<file path="config.mk">
export PLATFORM = sky130hd
export DESIGN_NAME = i2sout
export DESIGN_NICKNAME = d
export VERILOG_FILES = /design/src/rtl/i2s_pkg.sv /design/src/rtl/i2sout_piso.sv /design/src/rtl/i2sout.sv
export SDC_FILE = /design/constraint.sdc
export NUM_CORES = 1
export LEC_CHECK = 0
export CAP_MARGIN = 20
export CORE_UTILIZATION = 31
export CTS_CLUSTER_DIAMETER = 120
export DETAILED_ROUTE_END_ITERATION = 7
export HOLD_SLACK_MARGIN = 0.02
export PLACE_DENSITY = 0.63
export SLEW_MARGIN = 40
export SYNTH_ARGS = -nofsm -noshare
export SYNTH_HDL_FRONTEND = slang
export SYNTH_SLANG_ARGS = --single-unit
</file>
<file path="constraint.sdc">
create_clock -name sck -period 1.4 [get_ports sck]
set_input_delay 0.42 -clock sck [delete_from_list [all_inputs] [get_ports sck]]
set_output_delay 0.42 -clock sck [all_outputs]
set_load 0.02 [all_outputs]
</file>
<file path="src/rtl/i2s_pkg.sv">
// Shared I2S definitions: channel encoding and slot bit indexing.
package i2s_pkg;

    typedef logic i2s_ch_t;

    localparam i2s_ch_t CH_LEFT  = 1'b1;
    localparam i2s_ch_t CH_RIGHT = 1'b0;

    // Bit of the left-justified slot word driven while the slot counter holds cnt.
    function automatic int unsigned slot_bit_idx(input int unsigned slot_bits,
                                                 input int unsigned cnt);
        return slot_bits - 1 - cnt;
    endfunction

endpackage

</file>
<file path="src/rtl/i2sout_piso.sv">
// Parallel-load slot shifter: holds the current slot word and drives it MSB-first,
// left-justified in the slot with zero padding after the LSB.
module i2sout_piso
    import i2s_pkg::*;
#(
    parameter int unsigned BITS_PRECISION = 4,
    parameter int unsigned SLOT_BITS      = BITS_PRECISION,
    parameter int unsigned CNT_W          = 2
) (
    input  logic                      sck,
    input  logic                      rst,
    input  logic                      load,
    input  logic [BITS_PRECISION-1:0] load_word,
    input  logic [CNT_W-1:0]          bit_cnt,
    output logic                      sd
);

    localparam int unsigned PAD_BITS = SLOT_BITS - BITS_PRECISION;

    logic [BITS_PRECISION-1:0] shift;
    logic [SLOT_BITS-1:0]      slot_word;
    logic                      sd_nxt;

    // Select the slot bit for the current count; the pad region reads as zero.
    always_comb begin
        slot_word = SLOT_BITS'(shift) << PAD_BITS;
        sd_nxt    = 1'b0;
        for (int unsigned i = 0; i < SLOT_BITS; i++) begin
            if (i == slot_bit_idx(SLOT_BITS, 32'(bit_cnt))) begin
                sd_nxt = slot_word[i];
            end
        end
    end

    always_ff @(negedge sck or negedge rst) begin
        if (!rst) begin
            shift <= '0;
            sd    <= 1'b0;
        end else begin
            sd <= sd_nxt;
            if (load) begin
                shift <= load_word;
            end
        end
    end

endmodule

</file>
<file path="src/rtl/i2sout.sv">
// I2S master transmitter: per-channel hold registers behind a valid/ready handshake,
// ws generation and MSB-first serialisation. Optional macro I2SOUT_REPEAT_ON_UNDERRUN_EN.
module i2sout
    import i2s_pkg::*;
#(
    parameter int unsigned BITS_PRECISION = 4,
    parameter int unsigned SLOT_BITS      = BITS_PRECISION
) (
    input  logic                      sck,
    input  logic                      rst,
    input  logic [BITS_PRECISION-1:0] data_out,
    input  logic                      left_rightn,
    input  logic                      data_valid,
    output logic                      data_ready,
    output logic                      ws,
    output logic                      sd,
    output logic                      underrun
);

    localparam int unsigned      CNT_W    = (SLOT_BITS > 1) ? $clog2(SLOT_BITS) : 1;
    localparam logic [CNT_W-1:0] CNT_LAST = CNT_W'(SLOT_BITS - 1);

    logic [CNT_W-1:0]                bit_cnt;
    logic [1:0][BITS_PRECISION-1:0]  hold;
    logic [1:0]                      full;
    logic [1:0]                      full_nxt;
    logic                            boundary;
    logic                            accept;
    i2s_ch_t                         wr_ch;
    i2s_ch_t                         load_ch;
    logic [BITS_PRECISION-1:0]       load_word;

    always_comb begin
        wr_ch      = left_rightn;
        data_ready = ~full[wr_ch];
        accept     = data_valid & ~full[wr_ch];
        boundary   = (bit_cnt == CNT_LAST);
        load_ch    = ws ? CH_RIGHT : CH_LEFT;
    end

    // An empty hold still carries the last word loaded for that channel.
    always_comb begin
`ifdef I2SOUT_REPEAT_ON_UNDERRUN_EN
        load_word = hold[load_ch];
`else
        load_word = full[load_ch] ? hold[load_ch] : '0;
`endif
    end

    // A same-edge accept into an empty hold wins over the load's clear.
    always_comb begin
        full_nxt = full;
        if (boundary) begin
            full_nxt[load_ch] = 1'b0;
        end
        if (accept) begin
            full_nxt[wr_ch] = 1'b1;
        end
    end

    always_ff @(negedge sck or negedge rst) begin
        if (!rst) begin
            ws       <= 1'b0;
            underrun <= 1'b0;
            bit_cnt  <= CNT_LAST;
            hold     <= '0;
            full     <= '0;
        end else begin
            full <= full_nxt;
            if (accept) begin
                hold[wr_ch] <= data_out;
            end
            if (boundary) begin
                ws       <= ~ws;
                underrun <= ~full[load_ch];
                bit_cnt  <= '0;
            end else begin
                underrun <= 1'b0;
                bit_cnt  <= bit_cnt + CNT_W'(1);
            end
        end
    end

    i2sout_piso #(
        .BITS_PRECISION(BITS_PRECISION),
        .SLOT_BITS     (SLOT_BITS),
        .CNT_W         (CNT_W)
    ) u_piso (
        .sck      (sck),
        .rst      (rst),
        .load     (boundary),
        .load_word(load_word),
        .bit_cnt  (bit_cnt),
        .sd       (sd)
    );

endmodule
</file>
Word level (Yosys, flattened, before mapping)
Index checks and enable logic that the tools add are counted.
{"block": "totals", "out_inout_bits": 4, "regBits": 19, "input_bits": 8, "elab_cells": 51}
{"block": "classes", "n_bitwise": 7, "n_eq_ne": 4, "n_mux": 23, "magnitude_cmp": 4, "n_reduce_logical": 3, "n_addsub": 2}
{"op": "$eq A2 B32 Y1 const A", "count": 2}
{"op": "$eq A1 B32 Y1 const A", "count": 1}
{"op": "$logic_not A32 Y1", "count": 1}
{"op": "$mux W4", "count": 4}
{"op": "$mux W1", "count": 12}
{"op": "$bwmux W8", "count": 1}
{"op": "$mux W2", "count": 3}
{"op": "$demux W4 S1", "count": 1}
{"op": "$lt A1 B2 Y1 const B", "count": 2}
{"op": "$not A1 Y1", "count": 3}
{"op": "$sub A2 B2 Y3 const A", "count": 1}
{"op": "$add A2 B1 Y2 const B", "count": 1}
{"op": "$and A2 B2 Y2", "count": 1}
{"op": "$demux W1 S1", "count": 2}
{"op": "$eq A2 B2 Y1 const B", "count": 1}
{"op": "$ge A1 B1 Y1 const B", "count": 2}
{"op": "$logic_and A1 B1 Y1", "count": 2}
{"op": "$not A2 Y2", "count": 1}
{"op": "$or A2 B2 Y2", "count": 1}
{"op": "$and A1 B1 Y1", "count": 1}

Longest topological paths before layout
Gate-level depths: netlist of run 1.
{"block": "logic_depth", "word_depth": 10, "depth_mapped": 4, "mapped_depth_nobuf": 4}

Hierarchy
A second synthesis of run 1 with hierarchy kept.
{"block": "unflattened", "hier_cells": 55, "area_unflattened_um2": 805.8}
{"module": "i2sout", "cells_each": 45, "area_each_um2": 613.1, "seq_area_each_um2": 352.8, "instances": 1}
{"module": "i2sout_piso", "cells_each": 10, "area_each_um2": 192.7, "seq_area_each_um2": 125.1, "instances": 1}

==> summary.txt, run 1 <==
Clock tree
  • Root Driver: clkbuf_4
  • Sink Count: 19
  • CTS Buf Count: 3
  • CTS tree: built
  • Clock buffer depth: 2
  • Hold_buf cts: 0
  • Worst skew pair latency: roughly 0.35 ns
  • Clock slew at reported path FFs: about 0.070 ns
  • H-tree depth: 1

Critical path
  • Max incr delay on CP: ~0.37 ns
  • R2R setup slack: 0.02 ns
  • Critical Path Slowest Stage Cell: dfrtn_1
  • Crit Path Class: reg -> out
  • Critical path cell sequence: mux2i_2, buf_4
  • CP Data Required Time: between 0.9 and 1 ns
  • CP Capture Type: output pin
  • Startpoint types: register
  • Crit Path Max Fanout: 2
  • CP arrival: approximately 1.7 ns

Drt
  • Vias: just under 600
  • Initial drt markers: 5
  • Routed Antenna Nets: 0
  • Post-Route WL: between 1500 and 2000 um
  • DR WL/cell: 13.3 um
  • Vias per std cell: 4.71
  • Drt pass-1 iters: 4
  • # DRC: 0

Placement
  • Placement Cell Area: 1110 um2
  • Hpwl dp: ~1200 um
  • Placer Congestion: ~0.68
  • Port Buf Inserts: 11
  • Placed cells: approximately 110

Cells and area
  • Area Growth Syn to Fin: 52.1%
  • Non-filler cells in the finished layout: around 120
  • Diode count: 0
  • Layout cells sized above 1: 0.564
  • Layout Nets: 107
  • Final Util: 0.511
  • Fin area: ~1300 um2

Global route
  • Largest net degree at the start of global routing: 11
  • First-pass GRT wire length: 2640 um
  • Total GRT Usage: 0.134
  • Initial antenna violation count: 0
  • Gr ovfl total: 0
  • Vias in the first global route: about 560

Logic synthesis
  • Post-synthesis instance total: 62
  • Post-Synth Simple-Gate Area: 0.133
  • Yosys reg bits: 19
  • Synth Area in Compound Gates: 0.0916
  • Post-synthesis mux area share: 0.118
  • Post-Synth Adder-Cell Area: 0.0591
  • Netlist Area Pre-Place: ~850 um2
  • Largest family of logic cells by synthesized area: simple AND/OR/NAND/NOR gates
  • Register area share after synthesis: 0.564
  • Avg Cell Area, Syn: around 14 um2
  • Distinct cells, synth: 23
  • Post-Synth XOR/XNOR Area: 0.0103
  • Yosys warns: 0
  • Synth Net Count: 74

Timing
  • Hold Vio Cnt, Final: 0
  • Worst Tran Pin Value: roughly 0.38 ns
  • Final setup margin: -0.682 ns
  • RSZ-0062 raised after global routing: true
  • Final setup fails: 13
  • Slew headroom: 0.750
  • Max Slew Vio Count: 0
  • Worst Clk Skew: roughly 0.057 ns

Floorplan
  • # rows: 18
  • Die width: approximately 54 um
  • Core Region: 2520 um2
  • Die area: 2950 um2
  • Die Span Y: between 50 and 60 um
  • Initial Util: 0.336
  • # IOs: 12

Outcome
  • Status: finished, violations left
  • Violated checks: setup timing

Power and ir drop
  • Total power: 1.38 mW
  • Power density cells: between 1000 and 1500 nW/um2
  • Leakage: around 0.64 nW
  • Peak supply drop: 0.000635 V

Flow run
  • Max_cap viols: 0

Worst hold path
  • Worst hold path type: reg -> reg
-- repair_timing --
| action | 4_1_cts | 5_1_grt |
|---|---|---|
| endpoints found under the setup margin | 19 | 18 |
| gates cloned | 0 | 0 |
| setup buffers | 4 | 5 |
| gates resized for setup | 52 | 16 |
| pin swaps | 2 | 6 |
-- stage by stage --
stage	setup TNS, ns	worst slack (ns)	hold slack [ns]
after floorplan	-4.30	-0.465	0.420
after global placement	-15.87	-1.03	0.444
after detailed placement	-16.41	-1.06	0.444
after CTS	-4.50	-0.689	0.462
after global routing	-5.04	-0.709	0.478
final	-4.65	-0.682	0.458
-- state kept, by name, summed over array words and instances (netlist names) --
signal / count
bit_cnt: 2
full: 2
hold: 8
u_piso.sd: 1
u_piso.shift: 4
underrun: 1
ws: 1
-- where the power goes --
group	total (mW)	internal (mW)	switching, mW
logic	0.349	0.232	0.117
registers	0.745	0.677	0.0679
clock network	0.287	0.111	0.175
total	1.38	1.02	0.360
-- synth_stat cells --
library cell	n	area, um2
a211oi_1	2	15.0
a21o_1	1	7.51
a221o_1	4	40.0
and2b_2	1	8.76
and3_2	1	7.51
and3b_1	1	8.76
buf_2	1	5.00
dfrtn_1	17	425
dfstp_2	2	52.6
ha_1	4	50.1
inv_1	4	15.0
mux2_1	8	90.1
mux2i_1	1	10.0
nand2_1	2	7.51
nand3b_1	1	7.51
nand3b_2	1	11.3
nor2_1	1	3.75
nor2b_1	5	31.3
nor3b_1	1	7.51
nor3b_4	1	18.8
o211a_1	1	10.0
o21ai_1	1	5.00
xor2_1	1	8.76
-- cells in the final DEF (no fill, tap or decap), types with 2 or more instances in the layout --
cell / count
buf_6: 9
inv_1: 3
nor2b_1: 4
dfstp_2: 2
mux2_4: 8
clkbuf_4: 3
a221o_1: 4
buf_4: 12
dlygate4sd2_1: 4
ha_4: 3
a211oi_2: 2
nand2_1: 2
dfrtn_1: 17
-- layout make-up --
type                    instances  area (um2)
well taps                      30        37.5
multi-input cells              38         454
inverters                       3        13.8
clock buffers                   3        22.5
repair buffers                 28         272
clock inverters                 3        11.3
fillers                       233        1230
flip-flops and latches         19         478
-- worst max-delay path: cells and delay by family (launching register included) --
| family | cells | cell delay, ns |
|---|---|---|
| DFF | 1 | 0.37 |
| buffers and inverters | 1 | 0.16 |
| muxes | 1 | 0.14 |
-- final timing paths --
kind,depth (start not counted),from,endpoint
min,1,hold[2],hold[2]
min reg2reg,1,hold[2],hold[2]
max reg2reg,5,bit_cnt[1],u_piso.sd
max,2,full[1],data_ready
min in group asynchronous,3,rst,hold[1]
max in group asynchronous,2,rst,bit_cnt[0]
-- routing by layer --
layer  routed length [um]  share of wire  vias to the layer above  GRT usage
met4                   37          0.022                        0     0.0769
met5                    0              0                        -          0
met1                  702           0.43                      283      0.166
met2                  863           0.52                       15      0.222
met3                   46          0.028                        5     0.0167
li1                     -              -                      281          -
-- cells by family (layout without fill, tap and decap cells) --
kind of cell / Yosys count / after routing
muxes: 9 / 9
and+or+nand+nor: 15 / 15
adders and majority gates: 4 / 4
buffers and inverters: 5 / 37
xor gates and xnor gates: 1 / 1
AOI/OAI and AO/OA: 9 / 9
DFF: 19 / 19
No activity file was read; power rests on OpenSTA's default activity.
==> run 2: changes to the inputs <==
Settings changed: CORE_UTILIZATION 31 to 45, PLACE_DENSITY 0.63 to 0.81.
==> run 2 against run 1 <==
Compared with the run above: the flow still finishes with violations (setup timing); total power is 0.26% lower; via count is 3.1% lower; flip-flop and latch count stayed put; die area is 30% lower; final cell count is 7.3% lower.
==> summary.txt, run 2 (synthesized netlist as in run 1, its figures left out) <==
Drt
  • Initial drt markers: 6 (+1)
  • Vias: 566 (-3.1%)
  • Post-Route WL: 1600 um (-3.2%)
  • Vias per std cell: 4.92 (+4.5%)
  • DR WL/cell: 13.9 um (+4.4%)
  • Routed Antenna Nets: 0 (unchanged)
  • # DRC: 0 (unchanged)
  • Drt pass-1 iters: 3 (-1)

Placement
  • Placer Congestion: 0.693 (+2.0%)
  • Port Buf Inserts: 11 (unchanged)
  • Hpwl dp: 1180 um (-2.1%)

Timing
  • RSZ-0062 raised after global routing: true
  • Hold Vio Cnt, Final: 0 (unchanged)
  • Max Slew Vio Count: 0 (unchanged)
  • Worst Clk Skew: 0.0665 ns (+0.00903 ns)
  • Worst hold slack: 0.467 ns (+0.00850 ns)
  • Worst Tran Pin Value: 0.369 ns (-0.00643 ns)
  • Slew headroom: 0.754 (+0.00429)
  • Final setup margin: -0.665 ns (+0.0176 ns)
  • Final setup fails: 14 (+1)

Global route
  • First-pass GRT wire length: 2560 um (-2.9%)
  • Gr ovfl total: 0 (unchanged)
  • Vias in the first global route: 589 (+5.7%)
  • Total GRT Usage: 0.180 (+0.0462)
  • Largest net degree at the start of global routing: 11 (unchanged)
  • Met1 usage: 0.245 (+0.0794)
  • Global-route met2 utilization: 0.289 (+0.0670)
  • GR peak layer: met2
  • Met3 Use GR: 0.0238 (+0.00714)
  • Initial antenna violation count: 0 (unchanged)

Floorplan
  • Core Region: 1750 um2 (-31%)
  • Initial Util: 0.485 (+0.149)
  • Die Span Y: 45.4 um (-16%)
  • Die width: 45.4 um (-16%)
  • Die area: 2060 um2 (-30%)
  • # rows: 15 (-3)
  • # IOs: 12 (unchanged)

Cells and area
  • Top flop regs: hold x8, u_piso.shift x4
  • Layout cells sized above 1: 0.511 (-0.0527)
  • Diode count: 0 (unchanged)
  • Area Growth Syn to Fin: 42.5%
  • Most frequent cells in the layout: 17 x dfrtn_1, 11 x buf_4, 8 x mux2_4
  • Most common cell after layout, fill and taps aside: dfrtn_1
  • Max reg flops: 8 (unchanged)
  • Biggest register: hold
  • Layout Nets: 103 (-3.7%)
  • Final Util: 0.692 (+0.181)

Power and ir drop
  • Leakage: 0.608 nW (-4.8%)
  • Comb power frac: 0.247 (-0.006)
  • Clk network pwr share: 0.208 (about the same)
  • Power density cells: 1140 nW/um2 (+6.5%)
  • Sequential power share: 0.545 (+0.006)
  • Pint: 1.02 mW (-0.21%)
  • Sw Ratio: 0.261 (-0.000388)
  • Net Switching: 359 uW (-0.41%)
  • Peak supply drop: 0.000907 V (+43%)

Critical path
  • Crit Path Max Fanout: 2 (unchanged)
  • Startpoint types: register
  • CP arrival: 1.64 ns (-0.02 ns)
  • CP Data Required Time: 0.98 ns (about the same)
  • CP Capture Type: output pin
  • Crit Path Class: reg -> out

Flow run
  • Max_cap viols: 0 (unchanged)

Worst hold path
  • Worst hold path type: reg -> reg

Outcome
  • Status: finished, violations left
  • Violated checks: setup timing

Clock tree
  • Sink Count: 19 (unchanged)
  • Root Driver: clkbuf_4
  • Clock slew at reported path FFs: 0.07 ns (about the same)
  • Worst skew pair latency: 0.35 ns (about the same)
  • CTS tree: built
  • H-tree depth: 1 (unchanged)
  • CTS Buf Count: 3 (unchanged)
  • Clock buffer depth: 2 (unchanged)
## run 2: changes by cell type in the layout (fill, tap and decap cells not counted)
cell      before  now
buf_6          9    7
ha_2           1    3
ha_4           3    1
inv_1          3    5
buf_12         1    0
buf_4         12   11
clkbuf_1       0    1
clkinv_1       1    0
inv_2          1    0
inv_4          1    0
nor2b_1        4    5
nor2b_2        1    0
## run 2: final cells by class
type / instances / area, um2
multi-input combinational: 38 / 432
timing repair buffer: 24 / 221
clock buffer: 4 / 26.3
clock inverter: 2 / 7.51
sequential: 19 / 478
inverter: 3 / 11.3
tap: 25 / 31.3
fill: 130 / 538
## run 2: per-stage QoR
| stage | TNS (ns) | instances | total power, mW | cell area [um2] | setup WS (ns) |
|---|---|---|---|---|---|
| floorplan | -4.30 | 62 | 0.923 | 875 | -0.465 |
| global placement | -16.53 | 106 | 1.04 | 1080 | -1.06 |
| detailed placement | -17.26 | 106 | 1.06 | 1080 | -1.11 |
| CTS | -4.54 | 114 | 1.38 | 1190 | -0.675 |
| global route | -4.95 | 115 | 1.45 | 1210 | -0.706 |
| finish | -4.66 | 115 | 1.38 | 1210 | -0.665 |
## run 2: power groups by stage
stage	clock network, mW	registers, mW	logic, mW
global route	0.317	0.765	0.368
global placement	0.0134	0.743	0.282
floorplan	0.0134	0.742	0.167
CTS	0.299	0.746	0.332
detailed placement	0.0134	0.750	0.291
finish	0.287	0.750	0.340
## run 2: layer usage
layer	up-vias	part of all wire
li1	276	-
met3	2	0.017
met1	283	0.47
met2	5	0.50
met5	-	0
met4	0	0.011
## run 2: repair_timing
action                                 CTS  global route
setup endpoints to repair               19            17
hold buffers                             0             0
buffers inserted                         5             6
pin swaps                                4             7
endpoints found under the hold margin    0             0
resized for setup                       52             7
## run 2: worst paths after layout
path,from,end,slack [ns],depth (start not counted)
min,hold[6],hold[6],0.47,1
max reg2reg,full[0],hold[3],0.02,3
max in group asynchronous,rst,hold[3],0.10,2
min in group asynchronous,rst,u_piso.shift[0],1.12,2
max,full[1],data_ready,-0.66,2
min reg2reg,hold[6],hold[6],0.47,1
## run 2: worst max-delay path, stage by stage (launching register included)
cell and delay, ns:
dfrtn_1 0.36, mux2i_2 0.14, buf_4 0.16
==> run 3: changes to the inputs <==
Settings changed: CORE_MARGIN set to 2.
==> run 3 against run 2 <==
Compared with the run above: the flow still finishes with violations (setup timing); first-iteration DRC count grew 67%; total power grew 1.2%; critical path type unchanged; die area grew 9.0%.
==> summary.txt, run 3 (synthesized netlist as in run 1, its figures left out) <==
Clock tree
  • Worst skew pair latency: 0.34 ns (about the same)
  • Sink Count: 19 (unchanged)
  • CTS Buf Count: 3 (unchanged)
  • Clock slew at reported path FFs: 0.08 ns (about the same)
  • Hold_buf cts: 0 (unchanged)
  • CTS tree: built
  • Clock buffer depth: 2 (unchanged)
  • H-tree depth: 1 (unchanged)
  • Root Driver: clkbuf_4

Critical path
  • Crit Path Class: reg -> out
  • CP Capture Type: output pin
  • CP Data Required Time: 0.98 ns (about the same)
  • Critical path cell sequence: mux2i_2, buf_4
  • Startpoint types: register
  • Critical Path Slowest Stage Cell: dfrtn_1
  • CP arrival: 1.68 ns (+0.04 ns)
  • Crit Path Max Fanout: 2 (unchanged)
  • Max incr delay on CP: 0.45 ns (+0.09 ns)

Worst hold path
  • Worst hold path type: reg -> reg

Cells and area
  • Max reg flops: 8 (unchanged)
  • Most frequent cells in the layout: 17 x dfrtn_1, 13 x buf_4, 9 x buf_6
  • Top flop regs: hold x8, u_piso.shift x4
  • Most common cell after layout, fill and taps aside: dfrtn_1
  • Layout cells sized above 1: 0.547 (+0.0363)
  • Diode count: 0 (unchanged)
  • Layout Nets: 108 (+4.9%)
  • Biggest register: hold
  • Area Growth Syn to Fin: 52.9%

Timing
  • Final setup fails: 13 (-1)
  • Worst Clk Skew: 0.0575 ns (-0.00904 ns)
  • Worst Tran Pin Value: 0.394 ns (+0.0249 ns)
  • RSZ-0062 raised after global routing: true
  • Slew headroom: 0.737 (-0.0166)
  • Hold Vio Cnt, Final: 0 (unchanged)
  • Final setup margin: -0.697 ns (-0.0324 ns)
  • Max Slew Vio Count: 0 (unchanged)
  • Worst hold slack: 0.473 ns (+0.00640 ns)

Drt
  • Vias: 601 (+6.2%)
  • Drt pass-1 iters: 3 (unchanged)
  • DR WL/cell: 15.3 um (+10%)
  • Post-Route WL: 1840 um (+15%)
  • Routed Antenna Nets: 0 (unchanged)
  • Vias per std cell: 5.01 (+1.8%)
  • Initial drt markers: 10 (+4)
  • # DRC: 0 (unchanged)

Outcome
  • Violated checks: setup timing
  • Status: finished, violations left

Global route
  • Initial antenna violation count: 0 (unchanged)
  • Largest net degree at the start of global routing: 11 (unchanged)
  • Total GRT Usage: 0.210 (+0.0301)
  • Gr ovfl total: 0 (unchanged)
  • First-pass GRT wire length: 3060 um (+19%)
  • Vias in the first global route: 647 (+9.8%)

Power and ir drop
  • Leakage: 0.641 nW (+5.4%)
  • Peak supply drop: 0.000737 V (-19%)
  • Power density cells: 1080 nW/um2 (-5.6%)

Floorplan
  • # IOs: 12 (unchanged)
  • Die width: 47.4 um (+4.4%)
  • Die Span Y: 47.4 um (+4.4%)
  • Die area: 2250 um2 (+9.0%)
  • Initial Util: 0.485 (unchanged)
  • # rows: 15 (unchanged)
  • Core Region: 1750 um2 (unchanged)

Placement
  • Hpwl dp: 1320 um (+12%)
  • Placer Congestion: 0.707 (+2.1%)
  • Dpl ws: -1.14 ns (-0.0248 ns)
  • Port Buf Inserts: 11 (unchanged)

Flow run
  • Max_cap viols: 0 (unchanged)
## run 3: changes by cell type in the layout (fill, tap and decap cells not counted), sizes merged
cell,previous run,this run
buf,19,24
clkbuf,4,3
clkinv,0,1
## run 3: worst max-delay path, delay by kind of cell (launching register included)
kind | cells | cell delay, ns
DFF | 1 | 0.45
buffers and inverters | 1 | 0.16
muxes | 1 | 0.08
## run 3: per-stage QoR
stage,util,power (mW),setup TNS [ns],cell area (um2),std cells
floorplan,-,0.923,-4.30,875,62
global placement,0.651,1.05,-16.43,1140,112
detailed placement,0.651,1.07,-16.95,1140,112
CTS,0.703,1.39,-4.62,1230,119
global route,0.742,1.48,-5.02,1290,120
finish,0.742,1.39,-4.82,1290,120
## run 3: final timing paths
check	startpoint	slack (ns)	cells after the start	to
max in group asynchronous	rst	0.13	3	hold[7]
worst max-delay path	full[1]	-0.70	2	data_ready
worst min-delay path	hold[3]	0.47	1	hold[3]
worst min register to register	hold[3]	0.47	1	hold[3]
worst max register to register	full[0]	0	3	hold[1]
min in group asynchronous	rst	1.11	3	hold[0]
## run 3: report_power, final
| part | leakage, nW | switching [mW] | internal [mW] | total (mW) |
|---|---|---|---|---|
| clock | 0.0260 | 0.182 | 0.111 | 0.293 |
| sequential | 0.229 | 0.0772 | 0.677 | 0.754 |
| combinational | 0.387 | 0.117 | 0.229 | 0.346 |
| total | 0.641 | 0.377 | 1.02 | 1.39 |
## run 3: cell type report
class                   count  area (um2)
clock buffers               3        22.5
clock inverters             3        11.3
fillers                   128         450
inverters                   3        16.3
multi-input cells          38         457
flip-flops and latches     19         478
well taps                  25        31.3
repair buffers             29         279
## run 3: metal layers
layer	track usage	up-vias	wire (um)
met2	0.341	6	990
met5	0	-	0
met4	0.100	0	20
li1	-	289	-
met1	0.272	304	795
met3	0.0346	2	29
## run 3: what timing repair did
action | CTS | global route
resized for setup | 51 | 14
setup endpoints to repair | 19 | 19
pin swaps | 2 | 6
buffers inserted | 3 | 4
